### config.mk
export PLATFORM = sky130hd
export DESIGN_NAME = snes_multi_reader
export DESIGN_NICKNAME = d
export VERILOG_FILES = /design/src/rtl/snes_pkg.sv /design/src/rtl/snes_bit_timer.sv /design/src/rtl/snes_multi_reader.sv
export SDC_FILE = /design/constraint.sdc
export NUM_CORES = 1
export LEC_CHECK = 0
export CAP_MARGIN = 20
export CORE_MARGIN = 3
export CORE_UTILIZATION = 25
export DETAILED_ROUTE_END_ITERATION = 12
export DONT_BUFFER_PORTS = 1
export PLACE_DENSITY = 0.45
export SLEW_MARGIN = 10
export SYNTH_ARGS = -nofsm -noshare
export SYNTH_HDL_FRONTEND = slang
export SYNTH_HIERARCHICAL = 1
export SYNTH_SLANG_ARGS = --single-unit
### constraint.sdc
create_clock -name CLOCK -period 7.2 [get_ports CLOCK]
set_clock_uncertainty 0.1 [all_clocks]
set_input_delay 0.36 -clock CLOCK [delete_from_list [all_inputs] [get_ports CLOCK]]
set_output_delay 0.36 -clock CLOCK [all_outputs]
set_load 0.005 [all_outputs]
### src/rtl/snes_pkg.sv
// Shared definitions for the multi-pad SNES/NES controller reader.
// Contents: frame-sequencer state encoding, standard frame lengths,
// button bit positions within a channel, and a counter-width helper.
package snes_pkg;

  typedef enum logic [2:0] {
    IDLE     = 3'd0,
    LATCH_HI = 3'd1,
    SHIFT_LO = 3'd2,
    SHIFT_HI = 3'd3,
    DONE     = 3'd4
  } state_t;

  localparam int SNES_BITS = 16;
  localparam int NES_BITS  = 8;

  // Bit position of each button inside one channel's BUTTONS slice.
  localparam int BTN_B      = 0;
  localparam int BTN_Y      = 1;
  localparam int BTN_SELECT = 2;
  localparam int BTN_START  = 3;
  localparam int BTN_UP     = 4;
  localparam int BTN_DOWN   = 5;
  localparam int BTN_LEFT   = 6;
  localparam int BTN_RIGHT  = 7;
  localparam int BTN_A      = 8;
  localparam int BTN_X      = 9;
  localparam int BTN_L      = 10;
  localparam int BTN_R      = 11;

  // Width of a counter covering 0..n-1, never less than one bit.
  function automatic int cnt_width(input int n);
    return (n > 1) ? $clog2(n) : 1;
  endfunction

endpackage

### src/rtl/snes_bit_timer.sv
// Half-period timer for the pad protocol.
// Counts 0..CLK_DIV-1 and wraps; `last` flags the final cycle of each
// half-period. `clear` holds the count at 0 so the first half-period after
// release starts on a clean boundary.
// Ports: clk, rst_n (async active-low), clear (in), last (out).
module snes_bit_timer
  import snes_pkg::*;
#(
  parameter int CLK_DIV = 300
) (
  input  logic clk,
  input  logic rst_n,
  input  logic clear,
  output logic last
);

  localparam int W = cnt_width(CLK_DIV);

  logic [W-1:0] cnt_q;
  logic [W-1:0] cnt_d;

  assign last = (cnt_q == W'(CLK_DIV - 1));

  // Next count: hold at zero while cleared, wrap after the last cycle.
  always_comb begin
    cnt_d = cnt_q;
    if (clear) begin
      cnt_d = '0;
    end else if (last) begin
      cnt_d = '0;
    end else begin
      cnt_d = cnt_q + W'(1);
    end
  end

  // Count register.
  always_ff @(posedge clk or negedge rst_n) begin
    if (!rst_n) begin
      cnt_q <= '0;
    end else begin
      cnt_q <= cnt_d;
    end
  end

endmodule

### src/rtl/snes_multi_reader.sv
// Multi-pad SNES/NES controller reader.
// Drives one shared LATCH/PULSE pair to NUM_CH pads, shifts NUM_BITS bits
// from each pad's DATA line, and presents every pad's buttons together with
// a one-cycle VALID strobe. Frames start on START or on a periodic poll tick.
// Ports: CLOCK, RESET_N (async active-low), ENABLE (periodic polling),
//   START (manual request), DATA[NUM_CH] (active-low serial, async),
//   LATCH, PULSE (idles high), BUTTONS (active-high, channel c at
//   [c*NUM_BITS +: NUM_BITS], bit 0 = first shifted), VALID, BUSY.
// Optional: define SNES_MULTI_EDGE_EN to add PRESSED, the newly-pressed
//   buttons, asserted in the VALID cycle only.
module snes_multi_reader
  import snes_pkg::*;
#(
  parameter int NUM_CH   = 2,
  parameter int NUM_BITS = 16,
  parameter int CLK_DIV  = 300,
  parameter int POLL_DIV = 833333
) (
  input  logic                       CLOCK,
  input  logic                       RESET_N,
  input  logic                       ENABLE,
  input  logic                       START,
  input  logic [NUM_CH-1:0]          DATA,
  output logic                       LATCH,
  output logic                       PULSE,
  output logic [NUM_CH*NUM_BITS-1:0] BUTTONS,
`ifdef SNES_MULTI_EDGE_EN
  output logic [NUM_CH*NUM_BITS-1:0] PRESSED,
`endif
  output logic                       VALID,
  output logic                       BUSY
);

  localparam int IW = cnt_width(NUM_BITS);
  localparam int PW = cnt_width(POLL_DIV);

  state_t                          state_q, state_d;
  logic [IW-1:0]                   idx_q, idx_d;
  logic                            half_q, half_d;
  logic                            latch_q, latch_d;
  logic                            pulse_q, pulse_d;
  logic                            valid_q, valid_d;
  logic                            busy_q, busy_d;
  logic [NUM_CH-1:0][NUM_BITS-1:0] shadow_q, shadow_d;
  logic [NUM_CH-1:0][NUM_BITS-1:0] buttons_q, buttons_d;
  logic [PW-1:0]                   poll_cnt_q, poll_cnt_d;
  logic [NUM_CH-1:0]               sync1_q, sync2_q;
  logic                            poll_tick;
  logic                            tmr_clear;
  logic                            tmr_last;
`ifdef SNES_MULTI_EDGE_EN
  logic [NUM_CH*NUM_BITS-1:0]      pressed_q, pressed_d;
`endif

  assign LATCH   = latch_q;
  assign PULSE   = pulse_q;
  assign VALID   = valid_q;
  assign BUSY    = busy_q;
  assign BUTTONS = buttons_q;
`ifdef SNES_MULTI_EDGE_EN
  assign PRESSED = pressed_q;
`endif

  // Timer runs only while a frame is in progress.
  assign tmr_clear = (state_q == IDLE) || (state_q == DONE);

  snes_bit_timer #(
    .CLK_DIV(CLK_DIV)
  ) u_timer (
    .clk  (CLOCK),
    .rst_n(RESET_N),
    .clear(tmr_clear),
    .last (tmr_last)
  );

  // Two-flop synchroniser for the asynchronous pad data lines; idle lines
  // are high, so reset to ones (nothing pressed).
  always_ff @(posedge CLOCK or negedge RESET_N) begin
    if (!RESET_N) begin
      sync1_q <= '1;
      sync2_q <= '1;
    end else begin
      sync1_q <= DATA;
      sync2_q <= sync1_q;
    end
  end

  assign poll_tick = ENABLE && (poll_cnt_q == PW'(POLL_DIV - 1));

  // Poll counter: free-runs while enabled, held at zero otherwise.
  always_comb begin
    poll_cnt_d = poll_cnt_q;
    if (!ENABLE) begin
      poll_cnt_d = '0;
    end else if (poll_tick) begin
      poll_cnt_d = '0;
    end else begin
      poll_cnt_d = poll_cnt_q + PW'(1);
    end
  end

  // Frame sequencer next state; outputs are computed one cycle ahead so
  // they come straight from flops.
  always_comb begin
    state_d   = state_q;
    idx_d     = idx_q;
    half_d    = half_q;
    latch_d   = latch_q;
    pulse_d   = pulse_q;
    valid_d   = 1'b0;
    busy_d    = busy_q;
    shadow_d  = shadow_q;
    buttons_d = buttons_q;
`ifdef SNES_MULTI_EDGE_EN
    pressed_d = '0;
`endif
    case (state_q)
      IDLE: begin
        // START and a tick together still give a single frame.
        if (START || poll_tick) begin
          state_d = LATCH_HI;
          latch_d = 1'b1;
          busy_d  = 1'b1;
          half_d  = 1'b0;
        end else begin
          state_d = IDLE;
        end
      end
      LATCH_HI: begin
        // Latch spans two half-periods; half_q marks the second.
        if (tmr_last && half_q) begin
          state_d = SHIFT_LO;
          latch_d = 1'b0;
          pulse_d = 1'b0;
          idx_d   = '0;
        end else if (tmr_last) begin
          half_d = 1'b1;
        end else begin
          half_d = half_q;
        end
      end
      SHIFT_LO: begin
        if (tmr_last) begin
          for (int c = 0; c < NUM_CH; c++) begin
            shadow_d[c][idx_q] = ~sync2_q[c];
          end
          pulse_d = 1'b1;
          state_d = SHIFT_HI;
        end else begin
          state_d = SHIFT_LO;
        end
      end
      SHIFT_HI: begin
        if (tmr_last && (idx_q == IW'(NUM_BITS - 1))) begin
          state_d   = DONE;
          buttons_d = shadow_q;
          valid_d   = 1'b1;
          busy_d    = 1'b0;
`ifdef SNES_MULTI_EDGE_EN
          pressed_d = shadow_q & ~buttons_q;
`endif
        end else if (tmr_last) begin
          idx_d   = idx_q + IW'(1);
          pulse_d = 1'b0;
          state_d = SHIFT_LO;
        end else begin
          state_d = SHIFT_HI;
        end
      end
      DONE: begin
        state_d = IDLE;
      end
      default: begin
        state_d = IDLE;
        latch_d = 1'b0;
        pulse_d = 1'b1;
        busy_d  = 1'b0;
      end
    endcase
  end

  // State, output and data registers.
  always_ff @(posedge CLOCK or negedge RESET_N) begin
    if (!RESET_N) begin
      state_q    <= IDLE;
      idx_q      <= '0;
      half_q     <= 1'b0;
      latch_q    <= 1'b0;
      pulse_q    <= 1'b1;
      valid_q    <= 1'b0;
      busy_q     <= 1'b0;
      shadow_q   <= '0;
      buttons_q  <= '0;
      poll_cnt_q <= '0;
`ifdef SNES_MULTI_EDGE_EN
      pressed_q  <= '0;
`endif
    end else begin
      state_q    <= state_d;
      idx_q      <= idx_d;
      half_q     <= half_d;
      latch_q    <= latch_d;
      pulse_q    <= pulse_d;
      valid_q    <= valid_d;
      busy_q     <= busy_d;
      shadow_q   <= shadow_d;
      buttons_q  <= buttons_d;
      poll_cnt_q <= poll_cnt_d;
`ifdef SNES_MULTI_EDGE_EN
      pressed_q  <= pressed_d;
`endif
    end
  end

endmodule

==> impl_metrics.yaml <==
routing:
  ant_nets: 0
  wire_per_inst_um: 14.55
  drt-pass1-iter-count: 4
  via_count: 2977
  routed_wl_mm: 9.444
  drtIter0Drc: 129
  drt-vias-per-instance: 4.587
  drc: 0
timing:
  relSlewSlack_pct: 57.43
  fmax_mhz: 339.8
  whs_ns: 0.2578
  setup_viol: 0
  post-route-period-util_pct: 40.87
  period_minus_slack_ns: 2.943
  rsz0062_at_grt: "no"
  hold_viol_final: 0
  slew_violations: 0
  fin_tns_setup_ns: 0
  worst_slew_pin_slew_ns: 0.6343
power:
  leakage_nw: 2.274
  comb_power_share_pct: 1.8
  p_sw_mw: 0.2565
  switching_share_pct: 22.23
  peakVddDrop_mv: 0.1036
  power.density_nw_per_um2: 219.6
  seq_power_share_pct: 53.8
  power.share.clock_pct: 44.4
  p_int_mw: 0.8973
clock_network:
  post-cts-setup-buffer-count: 0
  cts_hold_buf: 4
  h-tree-depth: 3
  clkTransAtPathRegs_ns: 0.07
  numCtsBuffers: 9
  cts_root_buf: "clkbuf_16"
  cts_tree: "built"
  clock_path_buffers: 2
  clkSinkCount: 109
  cts.repair.resized: 0
  clock_latency_ns: 0.35
floorplanning:
  die_w_um: 143.1
  core_um2: 18210
  initial_core_util_pct: 25.82
  num_io_pins: 42
  die_y_um: 143.1
  placementRows: 49
  die_area_um2: 20480
placed_design:
  routabilityCongestion: 0.7779
  hpwl_mm: 6.315
  numPortBuffers: 0
  place_area_um2: 4883
critical_path:
  cp-end-kind: "flop"
  critPathMaxFanout: 34
  crit_required_ns: 7.33
  crit_type: "flop to flop"
  worstPathArrival_ns: 3.08
  startpoint_type: "flop"
yosys:
  synth_top_family_by_area: "simple AND/OR/NAND/NOR gates"
  yosysWarnings: 6
  synthSimpleGateAreaFrac_pct: 16.53
  ys_ff_latch: 109
  synth.mux.area_fraction_pct: 7.666
  synth_top_area_share_pct: 55.36
  syn_avg_cell_area_um2: 11.30
  seq_area_frac_synth_pct: 58.16
  yosysTopAreaCell: "dfrtp_1"
  ys.flop_type: "dfrtp_1"
  synth_cell_types: 50
  synth_edf_count: 0
  synth_fa_ha_area_share_pct: 1.863
  synth-xor-area-share_pct: 2.795
  synth-compound-area-share_pct: 9.742
  netlist_area_um2: 4701
  synth_nets: 429
  synth_area_leaders: "dfrtp_1 (55%), mux2_2 (5.3%), o21ai_0 (5.1%)"
  synthCells: 416
  async_flop_share_pct: 100.0
layout:
  diodes: 0
  drive_gt1_share_pct: 13.57
  postLayoutCellArea_um2: 5255
  fin_util_pct: 28.86
  nets: 428
  fill_cells: 1891
  syn_to_final_growth_pct: 11.79
flow_run:
  drv_cap: 0
global_route:
  grt_usage_pct: 9.798
  grt_pass1_wl_mm: 16.11
  antenna_found_initial: 0
  grt_max_degree: 110
  grt_pass1_vias: 3090
  grt_overflow: 0
hold_path:
  min_path_type: "flop to flop"
outcome:
  status: "completed"
[path summary, 6_finish.rpt]
| kind | from | end | slack, ns | cells after the start |
|---|---|---|---|---|
| worst max-delay path | u_timer/cnt_q[0]$_DFF_PN0_ | BUTTONS[0]$_DFFE_PN0P_ | 4.26 | 7 |
| max in group asynchronous | RESET_N | sync1_q[1]$_DFF_PN1_ | 6.04 | 2 |
| worst max register to register | u_timer/cnt_q[0]$_DFF_PN0_ | BUTTONS[0]$_DFFE_PN0P_ | 4.26 | 7 |
| worst min register to register | sync1_q[1]$_DFF_PN1_ | sync2_q[1]$_DFF_PN1_ | 0.26 | 0 |
| min in group asynchronous | RESET_N | BUTTONS[27]$_DFFE_PN0P_ | 0.50 | 2 |
| worst min-delay path | sync1_q[1]$_DFF_PN1_ | sync2_q[1]$_DFF_PN1_ | 0.26 | 0 |
[registers in the layout (all words and copies together), names as in the netlist]
name / flops
LATCH: 1
state_q: 3
sync1_q: 2
BUSY: 1
VALID: 1
BUTTONS: 32
u_timer/cnt_q: 9
PULSE: 1
poll_cnt_q: 20
shadow_q: 32
half_q: 1
idx_q: 4
sync2_q: 2
[power by group through the flow]
stage	clock network [mW]	logic, mW	registers (mW)
after detailed placement	0	0.00666	0.633
after floorplan	0	0.00602	0.630
after global placement	0	0.00663	0.632
final	0.513	0.0211	0.620
after CTS	0.530	0.0224	0.620
after global routing	0.554	0.0250	0.621
[cell families (layout without fill, tap and decap cells)]
kind of cell    after synthesis  in the layout
simple gates                147            147
flops                       109            109
compound gates               77             77
mux                          32             32
buf+inv                      29             33
xor+xnor                     15             15
fa+ha+maj                     7              7
[cell usage in the layout (no fill, tap or decap), types with 4 or more instances in the layout]
cell       count
nand4_1       10
xnor2_1        8
xor2_1         7
o21ai_0       47
inv_1         11
clkbuf_16      9
nor2_1        25
mux2_2        22
or3_1          8
dfrtp_1      104
nand3_1       23
ha_1           7
and4_1         4
mux2_1        10
a21oi_1       11
dfstp_2        5
nand2_1       45
[synth_stat cells (3+ instances only)]
cell	number
dfstp_2	5
nor2b_1	3
buf_6	5
mux2_1	10
inv_1	11
nor2_1	25
nand4_1	10
nor3_1	3
a211oi_1	3
ha_1	7
clkbuf_1	8
o31ai_1	3
dfrtp_1	104
nand2b_1	3
nand3_1	23
o21ai_0	48
buf_2	5
or3_1	8
and4_1	4
a21oi_1	11
nand2_1	45
xnor2_1	8
xor2_1	7
and2_1	3
mux2_2	22
[metrics by stage]
step	instances	setup WS, ns	total power, mW
after floorplan	416	4.407	0.6355
after global placement	628	4.026	0.6389
after detailed placement	628	3.818	0.6393
after CTS	648	3.817	1.172
after global routing	649	4.004	1.200
final	649	4.257	1.154
[cell type report]
cell class / instances / area [um^2] / share of cell area [%]
Inverter: 11 / 41.29 / 0.7857
Multi-Input combinational cell: 278 / 1814 / 34.52
Clock inverter: 6 / 80.08 / 1.524
Timing Repair Buffer: 6 / 70.07 / 1.333
Tap cell: 229 / 286.5 / 5.452
Clock buffer: 10 / 229.0 / 4.357
Sequential cell: 109 / 2734 / 52.02
[per-layer routing]
metal / GRT usage [%] / wire (um) / up-vias
met5: 0 / 0 / -
met4: 2.951 / 121 / 0
met3: 3.516 / 474 / 9
met2: 15.55 / 4391 / 46
met1: 12.57 / 4456 / 1451
li1: - / - / 1471
[worst max-delay path, stage by stage, from the launching register on]
cell and delay (ns):
dfrtp_1 0.39, ha_1 0.22, nand4b_1 0.18, nor4_1 0.33
clkbuf_2 0.25, and4_1 0.36, and4_4 0.59, mux2_2 0.39
(Power assumes the default switching activity.)
